`src/rtl/inst_encoder.sv`:
```
// ============================================================================
// Module   : inst_encoder
// Purpose  : RV32I field-to-word instruction encoder. Accepts a decoded
//            instruction over a valid/ready handshake and scatters the
//            immediate into the bit positions of the chosen format. The
//            encoded word is presented one cycle later on a registered
//            valid/ready output. Immediates are range-checked, and two
//            saturating counters track completed words and errored words.
// Ports    : clk, rst (sync, active-high)
//            in_valid/in_ready, in_fmt, in_opcode, in_rd, in_rs1, in_rs2,
//            in_funct3, in_funct7, in_imm   -- request side
//            out_valid/out_ready, out_inst, out_err, out_last -- word side
//            cnt_words, cnt_err             -- statistics (CNT_W bits)
// Config   : INST_ENCODER_LI_EXPAND_EN -- when defined, an ADDI rd,x0,imm
//            with an out-of-range immediate expands to LUI + ADDI.
// Revision : 1.0  initial release
// ============================================================================
`default_nettype none

module inst_encoder #(
    parameter int CNT_W = 16
) (
    input  logic             clk,
    input  logic             rst,
    input  logic             in_valid,
    output logic             in_ready,
    input  logic [2:0]       in_fmt,
    input  logic [6:0]       in_opcode,
    input  logic [4:0]       in_rd,
    input  logic [4:0]       in_rs1,
    input  logic [4:0]       in_rs2,
    input  logic [2:0]       in_funct3,
    input  logic [6:0]       in_funct7,
    input  logic [31:0]      in_imm,
    output logic             out_valid,
    input  logic             out_ready,
    output logic [31:0]      out_inst,
    output logic             out_err,
    output logic             out_last,
    output logic [CNT_W-1:0] cnt_words,
    output logic [CNT_W-1:0] cnt_err
);

    localparam logic [1:0] S_EMPTY = 2'd0;
    localparam logic [1:0] S_ONE   = 2'd1;
    localparam logic [1:0] S_PAIR  = 2'd2;

    localparam logic [CNT_W-1:0] C_CNT_MAX = {CNT_W{1'b1}};
    localparam logic [CNT_W-1:0] C_CNT_ONE = {{(CNT_W-1){1'b0}}, 1'b1};

    logic [1:0]       r_state;
    logic [31:0]      r_inst;
    logic             r_err;
    logic             r_last;
    logic [31:0]      r_pend;
    logic [CNT_W-1:0] r_cnt_words;
    logic [CNT_W-1:0] r_cnt_err;

    logic             w_fit12;
    logic             w_fit13;
    logic             w_fit21;
    logic [31:0]      w_word;
    logic             w_err;
    logic             w_expand;
    logic [31:0]      w_first;
    logic             w_first_err;
    logic [31:0]      w_second;
    logic             w_accept;
    logic             w_hs;

    // Sign-extension checks: the bits above the field's sign bit must all
    // equal that sign bit.
    assign w_fit12 = (&in_imm[31:11]) | ~(|in_imm[31:11]);
    assign w_fit13 = (&in_imm[31:12]) | ~(|in_imm[31:12]);
    assign w_fit21 = (&in_imm[31:20]) | ~(|in_imm[31:20]);

    always_comb begin
        w_word = 32'd0;
        w_err  = 1'b0;
        case (in_fmt)
            3'd0: w_word = {in_funct7, in_rs2, in_rs1, in_funct3, in_rd, in_opcode};
            3'd1: begin
                w_word = {in_imm[11:0], in_rs1, in_funct3, in_rd, in_opcode};
                w_err  = ~w_fit12;
            end
            3'd2: begin
                w_word = {in_imm[11:5], in_rs2, in_rs1, in_funct3, in_imm[4:0], in_opcode};
                w_err  = ~w_fit12;
            end
            3'd3: begin
                w_word = {in_imm[12], in_imm[10:5], in_rs2, in_rs1, in_funct3,
                          in_imm[4:1], in_imm[11], in_opcode};
                w_err  = ~w_fit13 | in_imm[0];
            end
            3'd4: begin
                w_word = {in_imm[31:12], in_rd, in_opcode};
                w_err  = |in_imm[11:0];
            end
            3'd5: begin
                w_word = {in_imm[20], in_imm[10:1], in_imm[11], in_imm[19:12], in_rd, in_opcode};
                w_err  = ~w_fit21 | in_imm[0];
            end
            default: begin
                w_word = 32'd0;
                w_err  = 1'b1;
            end
        endcase
    end

`ifdef INST_ENCODER_LI_EXPAND_EN
    // (imm + 0x800) >> 12 equals imm[31:12] plus the carry out of bit 11,
    // which compensates for the sign-extension of the low ADDI part.
    logic [19:0] w_hi;
    assign w_hi     = in_imm[31:12] + {19'd0, in_imm[11]};
    assign w_expand = (in_fmt == 3'd1) && (in_opcode == 7'h13) && (in_funct3 == 3'd0)
                      && (in_rs1 == 5'd0) && !w_fit12;
    assign w_first     = w_expand ? {w_hi, in_rd, 7'h37} : w_word;
    assign w_first_err = w_expand ? 1'b0 : w_err;
    assign w_second    = {in_imm[11:0], in_rd, 3'b000, in_rd, 7'h13};
`else
    assign w_expand    = 1'b0;
    assign w_first     = w_word;
    assign w_first_err = w_err;
    assign w_second    = 32'd0;
`endif

    assign in_ready = !rst && ((r_state == S_EMPTY) || ((r_state == S_ONE) && out_ready));
    assign w_accept = in_valid && in_ready;
    assign w_hs     = (r_state != S_EMPTY) && out_ready;

    always_ff @(posedge clk) begin
        if (rst) begin
            r_state     <= S_EMPTY;
            r_inst      <= 32'd0;
            r_err       <= 1'b0;
            r_last      <= 1'b0;
            r_pend      <= 32'd0;
            r_cnt_words <= '0;
            r_cnt_err   <= '0;
        end else begin
            if (w_hs && (r_cnt_words != C_CNT_MAX))
                r_cnt_words <= r_cnt_words + C_CNT_ONE;
            if (w_hs && r_err && (r_cnt_err != C_CNT_MAX))
                r_cnt_err <= r_cnt_err + C_CNT_ONE;

            // An accept in ONE implies out_ready, so the held word is
            // retired on the same edge the new one is loaded.
            if (w_accept) begin
                r_inst  <= w_first;
                r_err   <= w_first_err;
                r_last  <= !w_expand;
                r_pend  <= w_second;
                r_state <= w_expand ? S_PAIR : S_ONE;
            end else begin
                case (r_state)
                    S_ONE: begin
                        if (w_hs)
                            r_state <= S_EMPTY;
                    end
                    S_PAIR: begin
                        if (w_hs) begin
                            r_inst  <= r_pend;
                            r_err   <= 1'b0;
                            r_last  <= 1'b1;
                            r_state <= S_ONE;
                        end
                    end
                    S_EMPTY: r_state <= S_EMPTY;
                    default: r_state <= S_EMPTY;
                endcase
            end
        end
    end

    assign out_valid = (r_state != S_EMPTY);
    assign out_inst  = r_inst;
    assign out_err   = r_err;
    assign out_last  = r_last;
    assign cnt_words = r_cnt_words;
    assign cnt_err   = r_cnt_err;

endmodule

`default_nettype wire

```
`config.mk`:
```
export PLATFORM = sky130hd
export DESIGN_NAME = inst_encoder
export DESIGN_NICKNAME = d
export VERILOG_FILES = /design/src/rtl/inst_encoder.sv
export SDC_FILE = /design/constraint.sdc
export NUM_CORES = 1
export LEC_CHECK = 0
export ABC_AREA = 1
export BUFFER_PORTS_ARGS = -buffer_cell sky130_fd_sc_hd__buf_2
export CAP_MARGIN = 25
export CELL_PAD_IN_SITES_DETAIL_PLACEMENT = 2
export CELL_PAD_IN_SITES_GLOBAL_PLACEMENT = 2
export CORE_ASPECT_RATIO = 0.8
export CORE_MARGIN = 2
export CORE_UTILIZATION = 27
export CTS_CLUSTER_SIZE = 40
export DETAILED_ROUTE_END_ITERATION = 16
export PLACE_DENSITY_LB_ADDON = 0.1
export REMOVE_ABC_BUFFERS = 1
export SETUP_SLACK_MARGIN = 0.1
export SLEW_MARGIN = 20
export SYNTH_ARGS = -nofsm -noshare
export SYNTH_HDL_FRONTEND = slang
export SYNTH_SLANG_ARGS = --single-unit
```
`constraint.sdc`:
```
create_clock -name clk -period 3.2 [get_ports clk]
set_input_delay 0.48 -clock clk [delete_from_list [all_inputs] [get_ports clk]]
set_output_delay 0.48 -clock clk [all_outputs]
set_load 0.005 [all_outputs]
```
[After elaboration in Yosys (flattened, before gate mapping)]
Index checks and enable logic that the tools add are counted.
Operators by class
  add/sub/neg operators: 2
  $mul: 0
  divide/modulo/power cells: 0
  $lt $le $gt $ge: 0
  equality and inequality tests: 13
  shift-type cells: 0
  mux-type cells: 15
  bitwise gates (word level): 11
  reduce and logical (&&, ||, !) cells: 26
Operators by type and width (count)
  one-hot mux 32 bit (6 select lines): 1
  two-way mux 32 bit: 3
  adder 16 x 1 -> 16 bit (second input constant): 2
  inequality test 16 bit (second input constant): 2
  OR reduction 12 bit: 2
  AND reduction 21 bit: 1
  OR reduction 21 bit: 1
  AND reduction 20 bit: 1
  OR reduction 20 bit: 1
  AND reduction 12 bit: 1
  logical AND 1 bit: 7
  two-way mux 1 bit: 7
  equality test 3 x 2 -> 1 bit (second input constant): 2
  equality test 3 bit (second input constant): 2
  inequality test 3 bit (second input constant): 2
  inverter 1 bit: 6
  AND reduction 2 bit: 3
  nonzero test 2 bit: 3
  bitwise OR 1 bit: 5
  one-hot mux 1 bit (5 select lines): 1
  two-way mux 2 bit: 2
  inequality test 2 bit (second input constant): 2
  one-hot mux 2 bit (2 select lines): 1
  OR reduction 2 bit: 2
  7 further kinds: 7
Storage, ports and cells
  register bits: 68
  bits in latches: 0
  memory bits (writable): 0
  bits in read-only memories: 0
  input bits: 71
  output and inout port bits: 68
  word-level logic and storage cells: 74
  memories: 0

[Longest topological paths before layout]
Gate-level depths: netlist (run 1).
  depth in word-level cells: 7
  depth in mapped cells: 11
  mapped depth without buffers: 10

[Worst setup path before layout (run 1)]
No wires, ideal clock.
  path kind: in2out
  start point: in rst
  end point: out in_ready
  arrival time: 1.206 ns
  required time: 2.720 ns
  slack: 1.514 ns
  stages: 4
  cells stage by stage: clkbuf_1 buf_2 buf_2 nor2_1
On the way
  cells in the longest elaborated chain, start to end: 2
Ends and longest elaborated chain
  start, declared: RTL line 24  | input logic rst,
  logical NOT 1 bit: RTL line 127  | assign in_ready = !rst && ((r_state == S_EMPTY) || ((r_state == S_ONE) && out_ready));
  logical AND 1 bit: RTL line 127
  end, declared: RTL line 26  | output logic in_ready,
No other way between the ends.

[Worst setup path after layout (run 1)]
  start point: reg r_state[0]
  end point: reg r_err (netlist: out_err)
On the way
  cells in the longest elaborated chain, start to end: 7
  elaborated cells on any way between the ends: 13
  classes of those cells: eq/ne: 2; mux: 1; reduce/logical: 10
Ends and longest elaborated chain
  start, declared: RTL line 51  | logic [1:0] r_state;
  start signal, assigned: RTL line 153  | r_state <= w_expand ? S_PAIR : S_ONE;
  equality test 2 x 1 -> 1 bit: RTL line 127
  logical AND 1 bit: RTL line 127
  logical OR 1 bit: RTL line 127
  logical AND 1 bit: RTL line 127
  logical AND 1 bit: RTL line 128  | assign w_accept = in_valid && in_ready;
  nonzero test 2 bit (no source line)
  AND reduction 2 bit (no source line)
  end signal, assigned: RTL line 150  | r_err <= w_first_err;
  end, declared: RTL line 53  | logic r_err;
Several ways; a longest one is shown, not always the timed one.
A chain may end at the register's enable or synchronous reset.

==> flow_summary.yaml, run 1 <==
floorplanning:
  start_util_pct: 27.8
  fp.dieW_um: 137
  die_area_mm2: 0.0150
  io_pins: 139
  die_y_um: 110
  rows: 38
  coreArea_mm2: 0.0136
sta:
  fin_skew_ns: 0.00360
  finalHoldViolCount: 0
  relSlewSlack_pct: 37.3
  fin_crit_ns: 2.12
  setup-violations-final: 0
  fin_crit_sh_pct: 66.1
  rsz0062_at_grt: "no"
  setup_ws_ns: 1.08
  final.setup.tns_ns: 0
  tightest_slew_ns: 0.940
  max_freq_mhz: 473
  slew_viol_final: 0
drt:
  dr.pass1.iters: 4
  drt-initial-drc-count: 145
  drc: 0
  drt-met1-wl_um: 7090
  routedWlPerCell_um: 16.2
  highest_layer: "met4"
  wl_met3_um: 699
  viasPerCell: 4.87
  vias: 4457
  wirelength_um: 14900
  wl_met2_um: 6930
  postRouteAntennaNets: 0
grt:
  grt_overflow: 0
  grt_pass1_wl_um: 24200
  grt_pass1_vias: 4812
  antenna_found_initial: 0
  grt_usage_pct: 20.8
  grt_max_degree: 33
placement:
  io_buffers: 138
  dp_cells: 900
  preCtsSetupSlack_ns: 0.721
  gp_congestion: 0.836
  place_area_mm2: 0.00461
  detailed_place_hpwl_um: 11700
worst_setup_path:
  cp_common_cell: "inv_1"
  crit_fanout: 30
  crit_type: "flop to flop"
  critPathCaptureType: "flop"
  cp_slowest_cell: "inv_1"
  cpPeakStageDelay_ns: 0.71
  startpoint_type: "flop"
  cp_cell_sequence: "inv_1 > nor2_1 > nor3_4 > buf_4 > inv_1 > o21ai_0 > inv_1 > a21oi_1"
  crit_family: "buffers and inverters"
  cp_data_required_time_ns: 3.43
  critical_path_buf_inv_count: 4
  crit_arrival_ns: 2.35
clock_tree:
  cts.sinks: 67
  cts_tree: "done"
  clock_latency_ns: 0.34
  cts_resized: 0
  hold_buffers: 0
  clk_path_buf_depth: 2
  numCtsBuffers: 9
  postCtsSetupBuffers: 0
  cts_root_buffer: "clkbuf_16"
  h-tree-depth: 3
  clkSlewWorstSetupHoldPaths_ns: 0.05
run:
  maxCapViolCount: 0
synthesis:
  synth-warning-count: 0
  yosysTopAreaCellShare_pct: 35.4
  synth_enable_flop_cells: 0
  synth_area_leaders: "dfxtp_1 (35%), nand2_1 (19%), nor2_1 (8.1%)"
  synthCells: 599
  synth_ff_type: "dfxtp_1"
  synth.largest_area_cell: "dfxtp_1"
  yosysSeqAreaShare_pct: 35.4
  synthArstFlopShare_pct: 0
  synth_area_mm2: 0.00379
  post_synth.cell_area_avg_um2: 6.33
  yosysUniqueCellTypes: 32
  ys_seq_elements: 67
pwr:
  pwr-share-clk_pct: 47.1
  p_sw_share_pct: 25.8
  powerDensity_mw_per_mm2: 431
  p_seq_share_pct: 41.4
  p_sw_mw: 0.545
  intPower_mw: 1.57
  p_leak_nw: 2.23
  worst_ir_drop_vdd_uv: 287
  combinationalPowerShare_pct: 11.5
cells_and_area:
  finish.utilization_pct: 36.0
  nets: 804
  drive_gt1_share_pct: 25.0
  num_antenna_cells: 0
  syn_to_final_growth_pct: 29.4
  fin_cells: 916
  fin_area_mm2: 0.00491
hold_path:
  min_path_type: "primary input to flop"
status:
  outcome: "finished clean"
==> layout make-up <==
type	count	area, µm²
Timing Repair Buffer	140	706
Inverter	65	244
Multi-Input combinational cell	448	2100
Tap cell	180	225
Sequential cell	67	1340
Fill cell	1718	8740
Clock buffer	11	243
Clock inverter	5	52.6
==> per-layer routing <==
| metal | vias to the layer above | track usage [%] |
|---|---|---|
| li1 | 2181 | - |
| met1 | 2161 | 27.1 |
| met2 | 103 | 35.1 |
| met3 | 12 | 4.53 |
| met4 | 0 | 5.13 |
| met5 | - | 0 |
==> synthesized netlist by cell type (8+ instances only) <==
cell type  count
a21oi_1       45
inv_1         60
dfxtp_1       67
xor2_1         9
nand2_1      189
nor3_1        18
o21ai_0       20
nand3_1       28
nand4_1        8
nor2_1        82
buf_2          8
==> cell usage in the layout, fill, tap and decap left out, types with 18 or more instances in the layout <==
cell	count
a21oi_1	45
buf_2	138
dfxtp_1	67
inv_1	60
nand2_1	189
nand3_1	28
nor2_1	82
nor3_1	18
o21ai_0	20
==> per-stage QoR <==
stage,hold WS [ns],power [mW]
after detailed placement,0.449,1.14
after floorplan,0.448,0.995
final,0.386,2.11
after global routing,0.381,2.22
after global placement,0.437,1.13
after CTS,0.374,2.16
==> cell families (layout without fill, tap and decap cells) <==
group                    count (synthesis)  in the layout  synth area share (%)
AO/OA/AOI/OAI                           92             92                  14.0
XOR/XNOR                                10             10                  2.31
adder cells (fa/ha/maj)                  2              2                 0.660
buffers and inverters                   84            221                  9.37
flip-flops                              67             67                  35.4
AND/OR/NAND/NOR                        344            344                  38.3
==> power groups by stage <==
stage	clock network [mW]	logic, mW	registers, mW
final	0.996	0.243	0.875
after floorplan	0	0.104	0.890
after detailed placement	0	0.247	0.892
after global placement	0	0.238	0.892
after CTS	1.03	0.249	0.874
after global routing	1.06	0.279	0.877
==> worst register-to-register path, cell delays in order (launching register included) <==
cell and delay, ns:
dfxtp_1 0.35, inv_1 0.05, nor2_1 0.25, nor3_4 0.06
buf_4 0.23, inv_1 0.71, o21ai_0 0.22, inv_1 0.11
a21oi_1 0.04
==> worst paths after layout <==
| path | startpoint | to | slack (ns) | cells after the start |
|---|---|---|---|---|
| worst min-delay path | in_valid | r_state[0] | 0.39 | 3 |
| worst max-delay path | r_state[0] | out_err | 1.08 | 8 |
| worst min register to register | out_last | out_last | 0.46 | 2 |
| worst max register to register | r_state[0] | out_err | 1.08 | 8 |
==> sequential cells by signal, summed over array words and instances, names as in the netlist <==
| register | cells |
|---|---|
| cnt_err | 16 |
| out_last | 1 |
| r_state | 1 |
| out_inst | 32 |
| out_err | 1 |
| cnt_words | 16 |
(Power assumes the default switching activity.)
==> run 2, diff against run 1 <==
- CORE_UTILIZATION: 27 -> 25
- clock period: 3.2 -> 2.2 ns (I/O delays scaled with it)
==> run 2 against run 1 <==
Net effect:
- routed wire length increased by 0.94%
- design area up 2.5%
- clock skew up 0.0026 ns
- sequential share of layout area fell by 0.66 points
- critical path depth stayed put
- total power rose by 65%
- maximum frequency grew 14%
- setup slack got worse by 0.74 ns
- cell count up 1.4%
==> flow_summary.yaml, run 2 (same netlist as run 1, synthesis figures left out) <==
status:
  outcome: "finished clean"
cells_and_area:
  fin_cells: 929
  num_antenna_cells: 0
  regArea_mm2: 0.00134
  final_cell_mix: "nand2_1 (189), buf_2 (138), nor2_1 (82), dfxtp_1 (67), inv_1 (60)"
  nFillCells: 1848
  fin_area_mm2: 0.00503
  nets: 808
  syn_to_final_growth_pct: 32.6
  multi_input_comb_area_mm2: 0.00210
  largest_reg_flops: 32
  drive_gt1_share_pct: 25.5
  layout_commonest_cell: "nand2_1"
sta:
  fin_skew_ns: 0.00619
  setup_ws_ns: 0.344
  slew_viol_final: 0
  finalHoldViolCount: 0
  setup-violations-final: 0
  final.setup.tns_ns: 0
  max_freq_mhz: 539
  fin_crit_sh_pct: 84.4
  fin_crit_ns: 1.86
  rsz0062_at_grt: "no"
  tightest_slew_ns: 0.665
  relSlewSlack_pct: 55.6
grt:
  grt_pass1_vias: 4830
  grt_overflow: 0
  antenna_found_initial: 0
  grt_max_degree: 34
  grt_usage_pct: 19.3
  grt_pass1_wl_um: 24400
drt:
  vias: 4386
  viasPerCell: 4.72
  routedWlPerCell_um: 16.1
  drc: 0
  wl_met2_um: 6700
  wl_met3_um: 759
  highest_layer: "met4"
  dr.pass1.iters: 4
  drt-initial-drc-count: 127
  drt-met1-wl_um: 7340
  postRouteAntennaNets: 0
  wirelength_um: 15000
clock_tree:
  cts_resized: 0
  numCtsBuffers: 9
  clkSlewWorstSetupHoldPaths_ns: 0.06
  cts_tree: "done"
  h-tree-depth: 3
  cts_root_buffer: "clkbuf_16"
  cts.sinks: 67
  hold_buffers: 0
  postCtsSetupBuffers: 0
  clk_path_buf_depth: 2
  clock_latency_ns: 0.34
worst_setup_path:
  r2r-end: "cnt_words[13]"
  reg2regPathDepth: 8
  crit_path_start: "cnt_words[0]"
  crit_type: "flop to flop"
  critPathCaptureType: "flop"
  startpoint_type: "flop"
  crit_arrival_ns: 2.08
  r2r-start: "cnt_words[0]"
  crit_fanout: 17
  cp_data_required_time_ns: 2.43
  r2r_slack_ns: 0.34
placement:
  io_buffers: 138
  place_area_mm2: 0.00465
  gp_congestion: 0.816
  preCtsSetupSlack_ns: 0.314
  dp_cells: 913
  detailed_place_hpwl_um: 11900
run:
  maxCapViolCount: 0
floorplanning:
  io_pins: 139
  rows: 40
  start_util_pct: 25.4
  fp.dieW_um: 142
  coreArea_mm2: 0.0149
  die_y_um: 114
  die_area_mm2: 0.0162
hold_path:
  min_path_type: "primary input to flop"
  whs_endpoint: "out_inst[0]"
  min-delay-start: "in_opcode[0]"
  min_path_cells: 3
pwr:
  p_leak_nw: 2.28
  finalPower_mw: 3.48
  worst_ir_drop_vdd_uv: 418
  powerDensity_mw_per_mm2: 692
run 2: cell types whose count changed in the layout (fill, tap and decap cells not counted), sizes merged:
cell	change
clkinv	-2
buf	+4
bufinv	+3
clkbuf	-1
run 2: where the power goes:
part           switching [mW]  leakage [nW]  internal (mW)
combinational           0.225          1.56          0.135
clock                   0.593         0.179           1.26
sequential             0.0222         0.544           1.25
run 2: final cells by class:
| type | instances | area share (%) |
|---|---|---|
| clock buffers | 10 | 4.75 |
| clock inverters | 6 | 2.71 |
| inverters | 65 | 4.85 |
| multi-input cells | 448 | 41.7 |
| flip-flops and latches | 67 | 26.7 |
| well taps | 189 | 4.70 |
| repair buffers | 144 | 14.6 |
run 2: worst max-delay path by stage:
stage | to | cells past startpoint
detailed placement | cnt_words[5] | 8
floorplan | out_inst[0] | 6
global placement | cnt_words[11] | 8
finish | cnt_words[13] | 8
CTS | cnt_words[13] | 8
global route | cnt_words[13] | 8
run 2: routing by layer:
layer	track usage (%)	vias up
met2	31.6	94
li1	-	2188
met3	5.81	11
met4	4.40	0
met5	0	-
met1	25.0	2093
run 2: worst max-delay path, stage by stage, from the launching register on:
cell	delay [ns]
dfxtp_1	0.40
ha_1	0.22
nand3_1	0.13
nor3_2	0.22
nand3_2	0.12
nand2_2	0.30
inv_2	0.18
nand2_1	0.13
a21oi_2	0.05
run 2: stage by stage:
stage | utilization (%) | hold WS (ns)
6_report | 33.7 | 0.233
5_1_grt | 33.7 | 0.248
4_1_cts | 33.7 | 0.223
3_5_place_dp | 31.2 | 0.458
3_3_place_gp | 31.2 | 0.436
2_1_floorplan | - | 0.392
